[src/rtl/index_decoder_pkg.sv]
// -----------------------------------------------------------------------------
// decoder_pkg
// Shared types and constants for the index_decoder slice.
//   dec_state_t       : FSM state encoding (IDLE while waiting, HOLD while a
//                       decoded line is driven).
//   DEC_HOLD_DEFAULT  : default number of cycles a decoded line stays high.
// -----------------------------------------------------------------------------
package decoder_pkg;

  typedef enum logic {
    IDLE = 1'b0,
    HOLD = 1'b1
  } dec_state_t;

  localparam int DEC_HOLD_DEFAULT = 4;

endpackage : decoder_pkg

[src/rtl/index_decoder_hold_counter.sv]
// -----------------------------------------------------------------------------
// hold_counter
// Loadable down-counter that measures how long a decoded line is held.
// Loading sets the count to HOLD-1. Without a load it counts down and parks
// at zero.
// Ports:
//   clk     : rising-edge clock
//   reset   : asynchronous active-high reset (count -> 0)
//   i_load  : load HOLD-1 on the next edge (takes priority over counting)
//   o_cnt   : current count
//   o_zero  : high when the count is zero (combinational from the register)
// -----------------------------------------------------------------------------
module hold_counter #(
  parameter int HOLD = decoder_pkg::DEC_HOLD_DEFAULT,
  parameter int CW   = $clog2(HOLD + 1)
) (
  input  logic          clk,
  input  logic          reset,
  input  logic          i_load,
  output logic [CW-1:0] o_cnt,
  output logic          o_zero
);

  localparam logic [CW-1:0] LOAD_VAL = CW'(HOLD - 1);
  localparam logic [CW-1:0] CNT_ONE  = CW'(1'b1);
  localparam logic [CW-1:0] CNT_ZERO = {CW{1'b0}};

  logic [CW-1:0] r_cnt;

  // Count register: load on accept, otherwise decrement until zero.
  always_ff @(posedge clk or posedge reset) begin
    if (reset) begin
      r_cnt <= CNT_ZERO;
    end else if (i_load) begin
      r_cnt <= LOAD_VAL;
    end else if (r_cnt != CNT_ZERO) begin
      r_cnt <= r_cnt - CNT_ONE;
    end else begin
      r_cnt <= r_cnt;
    end
  end

  assign o_cnt  = r_cnt;
  assign o_zero = (r_cnt == CNT_ZERO);

endmodule : hold_counter

[src/rtl/index_decoder.sv]
// -----------------------------------------------------------------------------
// index_decoder
// Registered binary-to-one-hot decoder with hold timing. It accepts an encoded
// index plus its valid flag over a ready/valid handshake. It drives line y of
// a one-hot vector for HOLD cycles and then releases the line. A code accepted
// on the final hold cycle reloads the vector with no dead cycle in between.
// Ports:
//   clk      : rising-edge clock
//   reset    : asynchronous active-high reset
//   in_valid : producer offers {y, valid} this cycle
//   in_ready : decoder can accept this cycle (registered state only)
//   y        : encoded index, N bits
//   valid    : encoder valid flag; 0 means "no request"
//   a        : registered one-hot (or all-zero) vector, 2**N bits
//   busy     : registered, high while a line is held
//   done     : registered one-cycle pulse when a hold ends without reload
// -----------------------------------------------------------------------------
module index_decoder #(
  parameter int N    = 2,
  parameter int HOLD = decoder_pkg::DEC_HOLD_DEFAULT
) (
  input  logic              clk,
  input  logic              reset,
  input  logic              in_valid,
  output logic              in_ready,
  input  logic [N-1:0]      y,
  input  logic              valid,
  output logic [2**N-1:0]   a,
  output logic              busy,
  output logic              done
);

  import decoder_pkg::dec_state_t;
  import decoder_pkg::IDLE;

  localparam int              W     = 2**N;
  localparam int              CW    = $clog2(HOLD + 1);
  localparam logic [W-1:0]    LINE0 = {{(W-1){1'b0}}, 1'b1};
  localparam logic [W-1:0]    NONE  = {W{1'b0}};

  dec_state_t      r_state;
  logic [W-1:0]    r_a;
  logic            r_busy;
  logic            r_done;

  logic            w_in_ready;
  logic            w_load;
  logic            w_cnt_zero;
  logic [CW-1:0]   w_cnt;
  logic [W-1:0]    w_dec;

  hold_counter #(
    .HOLD (HOLD),
    .CW   (CW)
  ) u_hold_counter (
    .clk    (clk),
    .reset  (reset),
    .i_load (w_load),
    .o_cnt  (w_cnt),
    .o_zero (w_cnt_zero)
  );

  // Ready only from registered state so in_valid never loops back into it.
  always_comb begin
    w_in_ready = 1'b1;
    case (r_state)
      IDLE:              w_in_ready = 1'b1;
      decoder_pkg::HOLD: w_in_ready = w_cnt_zero;
      default:           w_in_ready = 1'b1;
    endcase
  end

  // Only a transfer carrying valid=1 starts or reloads a hold; valid=0 codes
  // are consumed and dropped.
  assign w_load = in_valid && w_in_ready && valid;
  assign w_dec  = LINE0 << y;

  // Decode FSM: drive the line while holding, release or reload at cnt==0.
  always_ff @(posedge clk or posedge reset) begin
    if (reset) begin
      r_state <= IDLE;
      r_a     <= NONE;
      r_busy  <= 1'b0;
      r_done  <= 1'b0;
    end else begin
      r_done <= 1'b0;
      case (r_state)
        IDLE: begin
          if (w_load) begin
            r_a     <= w_dec;
            r_busy  <= 1'b1;
            r_state <= decoder_pkg::HOLD;
          end else begin
            r_a     <= NONE;
            r_busy  <= 1'b0;
          end
        end
        decoder_pkg::HOLD: begin
          if (w_cnt_zero) begin
            if (w_load) begin
              r_a <= w_dec;
            end else begin
              r_a     <= NONE;
              r_busy  <= 1'b0;
              r_done  <= 1'b1;
              r_state <= IDLE;
            end
          end else begin
            r_a <= r_a;
          end
        end
        default: begin
          r_a     <= NONE;
          r_busy  <= 1'b0;
          r_state <= IDLE;
        end
      endcase
    end
  end

  assign in_ready = w_in_ready;
  assign a        = r_a;
  assign busy     = r_busy;
  assign done     = r_done;

endmodule : index_decoder

[config.mk]
export PLATFORM = sky130hd
export DESIGN_NAME = index_decoder
export DESIGN_NICKNAME = d
export VERILOG_FILES = /design/src/rtl/index_decoder_pkg.sv /design/src/rtl/index_decoder_hold_counter.sv /design/src/rtl/index_decoder.sv
export SDC_FILE = /design/constraint.sdc
export NUM_CORES = 1
export LEC_CHECK = 0
export CAP_MARGIN = 30
export CORE_AREA = 8 8 45 47
export CTS_BUF_LIST = sky130_fd_sc_hd__clkbuf_4
export DETAILED_ROUTE_END_ITERATION = 12
export DIE_AREA = 0 0 53 55
export PLACE_DENSITY = 0.7
export SETUP_SLACK_MARGIN = 0.1
export SLEW_MARGIN = 20
export SYNTH_ARGS = -nofsm -noshare
export SYNTH_HDL_FRONTEND = slang
export SYNTH_HIERARCHICAL = 1
export SYNTH_SLANG_ARGS = --single-unit
[constraint.sdc]
create_clock -name clk -period 2.8 [get_ports clk]
set_input_delay 0.42 -clock clk [delete_from_list [all_inputs] [get_ports clk]]
set_output_delay 0.42 -clock clk [all_outputs]
set_load 0.03 [all_outputs]
# Word level (Yosys, flattened, before mapping)
# Index checks and enable logic that the tools add are counted.
dict set report classes {
  addsub 1
  eq_ne 2
  shifts 1
  muxes 15
  n_bitwise 1
  reduce_logical 6
}
# op count
set op_table {}
lappend op_table {{$mux 4} 2}
lappend op_table {{$pmux 4 s2} 1}
lappend op_table {{$mux 1} 7}
lappend op_table {{$mux 3} 2}
lappend op_table {{$pmux 1 s2} 3}
lappend op_table {{$shl 1x2->4 const A} 1}
lappend op_table {{$logic_not 3->1} 1}
lappend op_table {{$reduce_bool 3->1} 1}
lappend op_table {{$sub 3x1->3 const B} 1}
lappend op_table {{$logic_and 1x1->1} 2}
lappend op_table {{$ne 2x1->1 const B} 1}
lappend op_table {{$ne 2x2->1 const B} 1}
lappend op_table {{$reduce_and 2->1} 1}
lappend op_table {{$reduce_bool 2->1} 1}
lappend op_table {{$not 1->1} 1}
dict set report word_totals {
  reg_bits 10
  inputBits 6
  wordCells 31
}

# Logic depth before layout (Yosys ltp)
# Gate-level depths: netlist of the first run.
dict set report depth {
  word_depth 7
  depth_mapped 7
  depth_no_buf 7
}

# By module
# The synthesis of the first run kept the hierarchy.
# module instances cells_each area_each_um2
set by_module_without_submodules {}
lappend by_module_without_submodules {index_decoder 1 26 300.3}
lappend by_module_without_submodules {hold_counter 1 18 185.2}

# Worst setup path before layout of the first run
# Ideal clock, no wire load.
dict set report synth_timing {
  path_type {reg-to-output}
  startpoint {register u_hold_counter.r_cnt[0], in the netlist u_hold_counter/o_cnt[0]}
  endpoint {output port in_ready}
  arrival_ns 1.094
  setup_slack_ns 1.286
  stages_incl_launch_ff 6
  path_cell_list {dfrtp_1 inv_1 ha_1 and2b_2 nor2b_4 inv_2}
}
dict set report synth_between {
  elab_chain_cells 2
}
# element line
set synth_rtl {}
lappend synth_rtl {{start, declared} index_decoder_hold_counter.sv:28} ;# logic [CW-1:0] r_cnt;
lappend synth_rtl {{start signal, assigned} index_decoder_hold_counter.sv:37} ;# r_cnt <= r_cnt - CNT_ONE;
lappend synth_rtl {{start signal, assigned} index_decoder_hold_counter.sv:39} ;# r_cnt <= r_cnt;
lappend synth_rtl {{$logic_not 3->1} index_decoder_hold_counter.sv:44} ;# assign o_zero = (r_cnt == CNT_ZERO);
lappend synth_rtl {{net w_cnt_zero} index_decoder.sv:48} ;# logic w_cnt_zero;
lappend synth_rtl {{$pmux 1 s2} index_decoder.sv:66} ;# case (r_state)
lappend synth_rtl {{end, declared} index_decoder.sv:25} ;# output logic in_ready,
# The timed path passes the listed nets, and every way through them passes these cells.

# Worst setup path in the final report of the first run
# Ends and elaborated chain as after synthesis.

==> results of run 1 <==
==> routing by layer <==
metal / wire length [um] / up-vias / GRT usage [%]
met5: 0 / - / 0
met4: 0 / 0 / 2.59
met3: 78 / 0 / 2.94
met2: 455 / 8 / 11.9
met1: 421 / 166 / 9.19
li1: - / 179 / -
==> cell usage in the layout (no fill, tap or decap), drive strengths merged <==
master	instances
or2b	1
o31ai	2
dfrtp	10
nand3b	4
and3	1
clkbuf	3
o41ai	2
nand3	1
a21oi	2
inv	6
nor2b	4
and2b	1
or3b	1
nor2	3
ha	2
clkinv	1
clkdlybuf4s50	12
nand2	2
mux2i	2
==> power by group through the flow <==
| stage | Combinational, mW | Clock [mW] | Sequential (mW) |
|---|---|---|---|
| after floorplan | 0.193 | 0 | 0.275 |
| after global placement | 0.341 | 0 | 0.233 |
| after detailed placement | 0.349 | 0 | 0.236 |
| after CTS | 0.351 | 0.106 | 0.234 |
| after global routing | 0.377 | 0.112 | 0.242 |
| final | 0.343 | 0.100 | 0.232 |
==> through the flow <==
| step | util, % | cells | setup WS (ns) |
|---|---|---|---|
| floorplan | - | 44 | 1.29 |
| global placement | 45.2 | 72 | 0.679 |
| detailed placement | 45.2 | 72 | 0.657 |
| CTS | 47.1 | 76 | 0.352 |
| global route | 47.1 | 76 | 0.244 |
| finish | 47.1 | 76 | 0.376 |
==> critical path: stages, from the launching register on <==
cell	delay (ns)
dfrtp_1	0.37
inv_1	0.07
ha_1	0.20
and2b_2	0.27
nor2b_4	0.19
inv_2	0.06
clkdlybuf4s50_1	0.59
==> final cells by class <==
type	instances	area (sq um)
repair buffers	12	120
clock buffers	3	22.5
inverters	6	22.5
clock inverters	1	3.75
flip-flops and latches	10	250
multi-input cells	28	213
well taps	16	20.0
fillers	148	732
==> registers in the layout, summed over array words and instances (netlist names) <==
signal                count
done                      1
busy                      1
a                         4
u_hold_counter/o_cnt      3
r_state                   1
==> kinds of logic (layout without fill, tap and decap cells) <==
kind of cell             Yosys count  after routing  synth area share (%)
AO/OA/AOI/OAI                      6              6                  9.54
buffers and inverters              6             22                  4.64
multiplexers                       2              2                  4.12
AND/OR/NAND/NOR                   18             18                  25.0
flip-flops                        10             10                  51.5
adder cells (fa/ha/maj)            2              2                  5.15
==> final timing paths <==
path	from	endpoint	slack [ns]
max	u_hold_counter/o_cnt[0]	in_ready	0.38
min	reset	u_hold_counter/o_cnt[2]	0.35
max reg2reg	u_hold_counter/o_cnt[0]	u_hold_counter/o_cnt[0]	1.25
min reg2reg	a[3]	a[3]	0.52
max in group asynchronous	reset	done	2.16
min in group clk	a[3]	a[3]	0.52
==> flow_summary_export.csv, run 1 <==
group,metric,value,unit
run_status,outcome,"complete, no violations",
critical_path,end_kind,"output port",
clock_network,cts_resized,0,
critical_path,cp_data_arrival_time,2.00,ns
sta,finalSetupViolCount,0,
pwr,vdd_ir_drop_max,0.363,mV
sta,fin_skew,0.00502,ns
critical_path,required,2.38,ns
yosys,ys_types,20,
drt,drt_first_iter_violations,4,
placed_design,place_hpwl,750,um
grt,grt_pass1_wl,1660,um
yosys,synthArstFlopShare,100,%
yosys,postSynthCellCount,44,
cells_and_area,area_growth,34.3,%
sta,whs,0.350,ns
placed_design,io_buffers,12,
yosys,syn-num-nets,52,
grt,grt.total_usage,7.55,%
clock_network,cts-root-buf,"clkbuf_4",
yosys,yosysWarnings,6,
drt,vias,353,
critical_path,worstPathMaxFanout,8,
clock_network,htree_levels,1,
clock_network,clk_pin_slew,0.07,ns
cells_and_area,antenna_cells,0,
cells_and_area,design_area,652,sq um
clock_network,cts.sinks,10,
drt,firstDrtPassIters,3,
pwr,pwr-share-seq,34.4,%
hold_path,hold_class,"input port to asynchronous set/reset pin",
drt,final_antenna_net_count,0,
sta,maxSlewHeadroom,78.0,%
cells_and_area,layout-drive-gt1-share,15.0,%
clock_network,clk_latency,0.26,ns
clock_network,clock_path_buffers,2,
sta,fin_tns_setup,0,ns
floorplanning,die_w,53,um
pwr,power_frac_comb,50.8,%
pwr,switchingPower,266,uW
sta,worst_slew_pin_slew,0.328,ns
clock_network,cts_buffers,3,
yosys,synth_top_cell_area_share,51.5,%
yosys,yosysTopAreaCell,"dfrtp_1",
floorplanning,dieArea,2920,sq um
pwr,sw_frac_of_total,39.5,%
yosys,synth_commonest_cells,"dfrtp_1 (10), inv_1 (5), nand3b_1 (4)",
critical_path,startpoint_type,"flip-flop",
critical_path,critPathKind,"flip-flop to output port",
sta,max_freq,0.413,GHz
yosys,ys.flop_type,"dfrtp_1",
clock_network,post-cts-setup-buffers,0,
floorplanning,rows,14,
grt,antenna_found_initial,0,
sta,hold_viol,0,
floorplanning,die_y,55,um
grt,grt_pass1_vias,371,
floorplanning,initial_core_util,35.1,%
pwr,p_int,409,uW
drt,wl_per_cell,12.6,um
yosys,synth_most_common_cell,"dfrtp_1",
pwr,p_leak,0.303,nW
sta,fin_crit,2.42,ns
pwr,clkPwrFrac,14.9,%
clock_network,cts_hold_buf,0,
sta,maxSlewViolCount,0,
yosys,synth_seq_cells,10,
pwr,total_power,675,uW
sta,grt_setup_unrepaired,"no",
drt,drc,0,
yosys,synth.avg_cell_area,11.0,sq um
floorplanning,io_pins,13,
yosys,synth_edf_count,0,
pwr,powerDensity,1040,nW/um^2
grt,overflow,0,
job,maxCapViolCount,0,
clock_network,cts_tree,"built",
placed_design,placed_area,626,sq um
cells_and_area,fin_nets,69,
critical_path,reg2reg_depth,7,
yosys,synth.area.top_cells,"dfrtp_1 (52%), nand3b_1 (6.2%), ha_1 (5.2%)",
yosys,ys_seq_area_share,51.5,%
grt,grt_max_degree,9,
yosys,synth_area,485,sq um
drt,via_per_inst,4.64,
sta,fin_crit_sh,86.6,%
placed_design,place.gp.congestion,0.740,
floorplanning,core_area,1380,sq um
drt,wirelength,955,um
Power figures use the tool's default switching activity.
==> run 2: changes to the inputs <==
Settings changed: CORE_AREA 8 8 45 47 to 2 2 39 41, DIE_AREA 0 0 53 55 to 0 0 41 43, REMOVE_ABC_BUFFERS set to 1.
==> run 2 against run 1 <==
  * Utilization is the same
  * Clock power grew 5%
  * First-iteration DRC count grew 25%
  * Critical path type unchanged
  * Die area shrank 40%
  * Register-to-register slack lost 0.03 ns
  * Via count grew 3.4%
  * Routed wire length shrank 2.5%
  * Highest routed layer is now met4
  * Critical endpoint unchanged
  * Clock skew grew 0.0020 ns
  * Combinational power is essentially flat
  * Count of clock-buffer cells in the layout is the same
  * Flip-flop and latch count is the same
  * Hold slack lost 0.015 ns
==> flow_summary_export.csv, run 2 (synthesis results as in run 1) <==
group,metric,value,unit
run_status,outcome,"complete, no violations",
pwr,powerDensity,1040,nW/um^2
clock_network,cts.sinks,10,
drt,wirelength,931,um
sta,fin_crit,2.44,ns
pwr,pwr-share-seq,34.1,%
cells_and_area,final_cell_mix,"clkdlybuf4s50_1 (12), dfrtp_1 (10), inv_1 (5)",
grt,grt_max_degree,9,
floorplanning,rows,14,
placed_design,place_hpwl,699,um
cells_and_area,area_growth,34.3,%
clock_network,post-cts-setup-buffers,0,
clock_network,cts_hold_buf,0,
clock_network,clk_latency,0.27,ns
critical_path,rrSetupSlack,1.22,ns
clock_network,cts-root-buf,"clkbuf_4",
critical_path,worstPathMaxFanout,8,
pwr,p_leak,0.303,nW
drt,final_antenna_net_count,0,
grt,grt.total_usage,13.0,%
sta,hold_viol,0,
critical_path,crit_start,"u_hold_counter/o_cnt[0]",
critical_path,required,2.38,ns
cells_and_area,final_common_cell,"clkdlybuf4s50_1",
sta,fin_tns_setup,0,ns
floorplanning,initial_core_util,35.1,%
cells_and_area,antenna_cells,0,
placed_design,io_buffers,12,
clock_network,clk_pin_slew,0.07,ns
drt,wl_per_cell,12.3,um
critical_path,cp_data_arrival_time,2.02,ns
grt,grt_pass1_wl,1470,um
grt,grt_pass1_vias,367,
sta,finalSetupViolCount,0,
sta,max_freq,0.409,GHz
clock_network,cts_resized,0,
hold_path,hold_class,"input port to asynchronous set/reset pin",
drt,drt_first_iter_violations,5,
pwr,total_power,679,uW
critical_path,max_stage_delay,0.59,ns
pwr,switchingPower,271,uW
critical_path,end_kind,"output port",
placed_design,place_ws,0.672,ns
clock_network,htree_levels,1,
sta,maxSlewViolCount,0,
floorplanning,io_pins,13,
cells_and_area,layoutNonFillerInstCount,76,
drt,drc,0,
floorplanning,die_w,41,um
critical_path,path_cells,"inv_1, ha_1, and2b_2, nor2b_4, inv_2, clkdlybuf4s50_1",
sta,worst_slew_pin_slew,0.334,ns
clock_network,clock_path_buffers,2,
grt,overflow,0,
clock_network,cts_tree,"built",
drt,vias,365,
sta,grt_setup_unrepaired,"no",
pwr,power_frac_comb,50.4,%
floorplanning,dieArea,1760,sq um
cells_and_area,largest_register_ffs,4,
drt,via_per_inst,4.80,
cells_and_area,final_util,47.1,%
critical_path,startpoint_type,"flip-flop",
sta,fin_crit_sh,87.2,%
grt,antenna_found_initial,0,
critical_path,cp_slowest_cell,"clkdlybuf4s50_1",
cells_and_area,fin_nets,69,
sta,fin_skew,0.00703,ns
placed_design,place.gp.congestion,0.598,
job,maxCapViolCount,0,
drt,firstDrtPassIters,2,
pwr,p_int,408,uW
sta,timing.final.ws_setup,0.358,ns
sta,maxSlewHeadroom,77.6,%
critical_path,critPathKind,"flip-flop to output port",
critical_path,r2r_start,"u_hold_counter/o_cnt[0]",
placed_design,dp.cells,72,
pwr,sw_frac_of_total,39.9,%
floorplanning,die_y,43,um
cells_and_area,fillerInstances,146,
pwr,vdd_ir_drop_max,0.452,mV
pwr,clkPwrFrac,15.5,%
clock_network,cts_buffers,3,
floorplanning,core_area,1380,sq um
cells_and_area,layout-drive-gt1-share,15.0,%
[run 2: cell counts in the layout (fill, tap and decap cells not counted)]
Identical to the previous run, type by type.
[run 2: final timing paths]
check / end / depth (start not counted)
hold reg to reg: a[0] / 2
setup / recovery: in_ready / 6
setup reg to reg: u_hold_counter/o_cnt[1] / 7
hold / removal: u_hold_counter/o_cnt[0] / 2
max in group asynchronous: busy / 2
min in group clk: a[0] / 2
[run 2: final cells by class]
class / count / area (sq um) / share of cell area [%]
clock inverters: 1 / 3.75 / 0.576
inverters: 6 / 22.5 / 3.45
multi-input cells: 28 / 213 / 32.6
repair buffers: 12 / 120 / 18.4
clock buffers: 3 / 22.5 / 3.45
well taps: 16 / 20.0 / 3.07
flip-flops and latches: 10 / 250 / 38.4
[run 2: layer usage]
| layer | routed length (um) | track usage, % | up-vias |
|---|---|---|---|
| met5 | 0 | 0 | - |
| met4 | 17 | 4.00 | 0 |
| met3 | 77 | 7.85 | 3 |
| met2 | 442 | 20.6 | 11 |
| met1 | 393 | 13.7 | 170 |
| li1 | - | - | 181 |
[run 2: critical path: cells and delay by family (launching register included)]
kind	cells	cell delay (ns)
adder cells (fa/ha/maj)	1	0.20
buffers and inverters	3	0.72
flip-flops	1	0.37
AND/OR/NAND/NOR	2	0.46
[run 2: through the flow]
step | hold WS [ns] | cell area (sq um)
after floorplan | 0.174 | 485
after global placement | 0.503 | 626
after detailed placement | 0.513 | 626
after CTS | 0.337 | 652
after global routing | 0.358 | 652
final | 0.335 | 652
[run 2: power by group through the flow]
| stage | Sequential, mW | Combinational (mW) | Clock [mW] |
|---|---|---|---|
| CTS | 0.233 | 0.348 | 0.110 |
| global route | 0.241 | 0.374 | 0.116 |
| floorplan | 0.275 | 0.193 | 0 |
| global placement | 0.233 | 0.336 | 0 |
| detailed placement | 0.236 | 0.345 | 0 |
| finish | 0.232 | 0.343 | 0.105 |
==> run 3: changes to the inputs <==
==> constraint.sdc (replaced) <==
create_clock -name clk -period 2.8 [get_ports clk]
set_input_delay 0.84 -clock clk [delete_from_list [all_inputs] [get_ports clk]]
set_output_delay 0.84 -clock clk [all_outputs]
set_load 0.03 [all_outputs]
==> run 3 against run 2 <==
  * Design area is 0.96% higher
  * Clock power hardly changed
  * Routed wire length is 6.0% lower
  * Combinational power hardly changed
  * Highest routed layer is now met3
  * Register-to-register slack better by 0.04 ns
  * Hold slack better by 0.19 ns
  * Sequential power hardly changed
  * Largest cell class unchanged
==> flow_summary_export.csv, run 3 (synthesis results as in run 1) <==
group,metric,value,unit
run_status,outcome,"complete, no violations",
drt,firstDrtPassIters,2,
clock_network,clock_path_buffers,2,
floorplanning,die_y,43,um
placed_design,place.gp.congestion,0.610,
drt,m1WireLength,391,um
floorplanning,die_w,41,um
cells_and_area,fin_nets,70,
drt,wirelength,875,um
placed_design,place_hpwl,701,um
critical_path,required,1.96,ns
critical_path,worstPathMaxFanout,8,
cells_and_area,design_area,658,sq um
cells_and_area,final_util,47.6,%
grt,grt_max_degree,9,
drt,final_antenna_net_count,0,
floorplanning,io_pins,13,
placed_design,place_ws,0.240,ns
critical_path,cp_slowest_cell,"dfrtp_1",
placed_design,placed_area,626,sq um
cells_and_area,layoutNonFillerInstCount,77,
clock_network,cts-root-buf,"clkbuf_4",
drt,drt_first_iter_violations,8,
pwr,total_power,676,uW
sta,fin_crit_sh,92.6,%
floorplanning,initial_core_util,35.1,%
clock_network,cts_buffers,3,
clock_network,htree_levels,1,
grt,grt_pass1_vias,361,
floorplanning,dieArea,1760,sq um
critical_path,max_stage_delay,0.37,ns
drt,drc,0,
placed_design,dp.cells,72,
hold_path,min-delay-start,"a[2]",
hold_path,hold_path_depth,2,
sta,fin_tns_setup,0,ns
cells_and_area,area_growth,35.6,%
clock_network,cts_tree,"built",
sta,grt_setup_unrepaired,"no",
critical_path,reg2reg_depth,7,
placed_design,io_buffers,12,
cells_and_area,final_cell_mix,"clkdlybuf4s50_1 (11), dfrtp_1 (10), inv_1 (5)",
grt,antenna_found_initial,0,
sta,maxSlewHeadroom,77.3,%
grt,grt.total_usage,13.2,%
pwr,vdd_ir_drop_max,0.370,mV
drt,wl_met3,54,um
grt,overflow,0,
sta,fin_crit,2.59,ns
floorplanning,core_area,1380,sq um
pwr,p_leak,0.310,nW
critical_path,startpoint_type,"flip-flop",
drt,wl_per_cell,11.4,um
cells_and_area,final_common_cell,"clkdlybuf4s50_1",
critical_path,crit_start,"u_hold_counter/o_cnt[0]",
hold_path,hold_class,"flip-flop to flip-flop",
floorplanning,rows,14,
critical_path,path_cells,"inv_1, ha_1, and2b_2, nor2b_4, inv_2, dlygate4sd2_1",
drt,route.met2.wl,429,um
sta,maxSlewViolCount,0,
sta,whs,0.529,ns
grt,grt_pass1_wl,1520,um
clock_network,cts.sinks,10,
pwr,powerDensity,1030,nW/um^2
clock_network,clk_latency,0.26,ns
critical_path,critPathKind,"flip-flop to output port",
cells_and_area,layout-drive-gt1-share,16.4,%
critical_path,r2r_start,"u_hold_counter/o_cnt[0]",
critical_path,end_kind,"output port",
clock_network,cts_hold_buf,0,
drt,via_per_inst,4.64,
job,maxCapViolCount,0,
sta,hold_viol,0,
cells_and_area,largest_register_ffs,4,
drt,vias,357,
sta,fin_skew,0.00468,ns
clock_network,clk_pin_slew,0.07,ns
sta,timing.final.ws_setup,0.207,ns
sta,finalSetupViolCount,0,
critical_path,cp_data_arrival_time,1.75,ns
sta,worst_slew_pin_slew,0.339,ns
drt,topRoutingLayerUsed,"met3",
sta,max_freq,0.386,GHz
cells_and_area,antenna_cells,0,
[run 3: final timing paths]
| path | to | slack, ns |
|---|---|---|
| setup / recovery | in_ready | 0.21 |
| hold / removal | a[2] | 0.53 |
| setup reg to reg | u_hold_counter/o_cnt[0] | 1.26 |
| hold reg to reg | a[2] | 0.53 |
| max in group asynchronous | done | 1.75 |
| min in group asynchronous | u_hold_counter/o_cnt[1] | 0.77 |
[run 3: layer usage]
metal  vias to the layer above  GRT usage [%]
li1                        182              -
met1                       167           15.4
met2                         8           19.7
met3                         0           3.14
met4                         0           10.0
met5                         -              0
[run 3: what timing repair did]
| item | in CTS | in global routing |
|---|---|---|
| gates resized for setup | 1 | 0 |
| endpoints found under the hold margin | 0 | 0 |
| setup endpoints to repair | 1 | 1 |
| buffers inserted | 0 | 1 |
[run 3: worst max-delay path, delay by kind of cell (launching register included)]
family	cells	cell delay, ns
adder cells (fa/ha/maj)	1	0.20
flip-flops	1	0.37
AND/OR/NAND/NOR	2	0.45
buffers and inverters	3	0.48
[run 3: layout make-up]
class	count	area [sq um]
Clock buffer	3	22.5
Clock inverter	1	3.75
Fill cell	153	726
Inverter	6	22.5
Multi-Input combinational cell	28	213
Sequential cell	10	250
Tap cell	16	20.0
Timing Repair Buffer	13	126
[run 3: power breakdown]
group | leakage (nW) | total [mW] | switching, mW | internal (mW)
logic | 0.167 | 0.341 | 0.179 | 0.162
registers | 0.127 | 0.233 | 0.0356 | 0.197
clock network | 0.0154 | 0.102 | 0.0505 | 0.0514
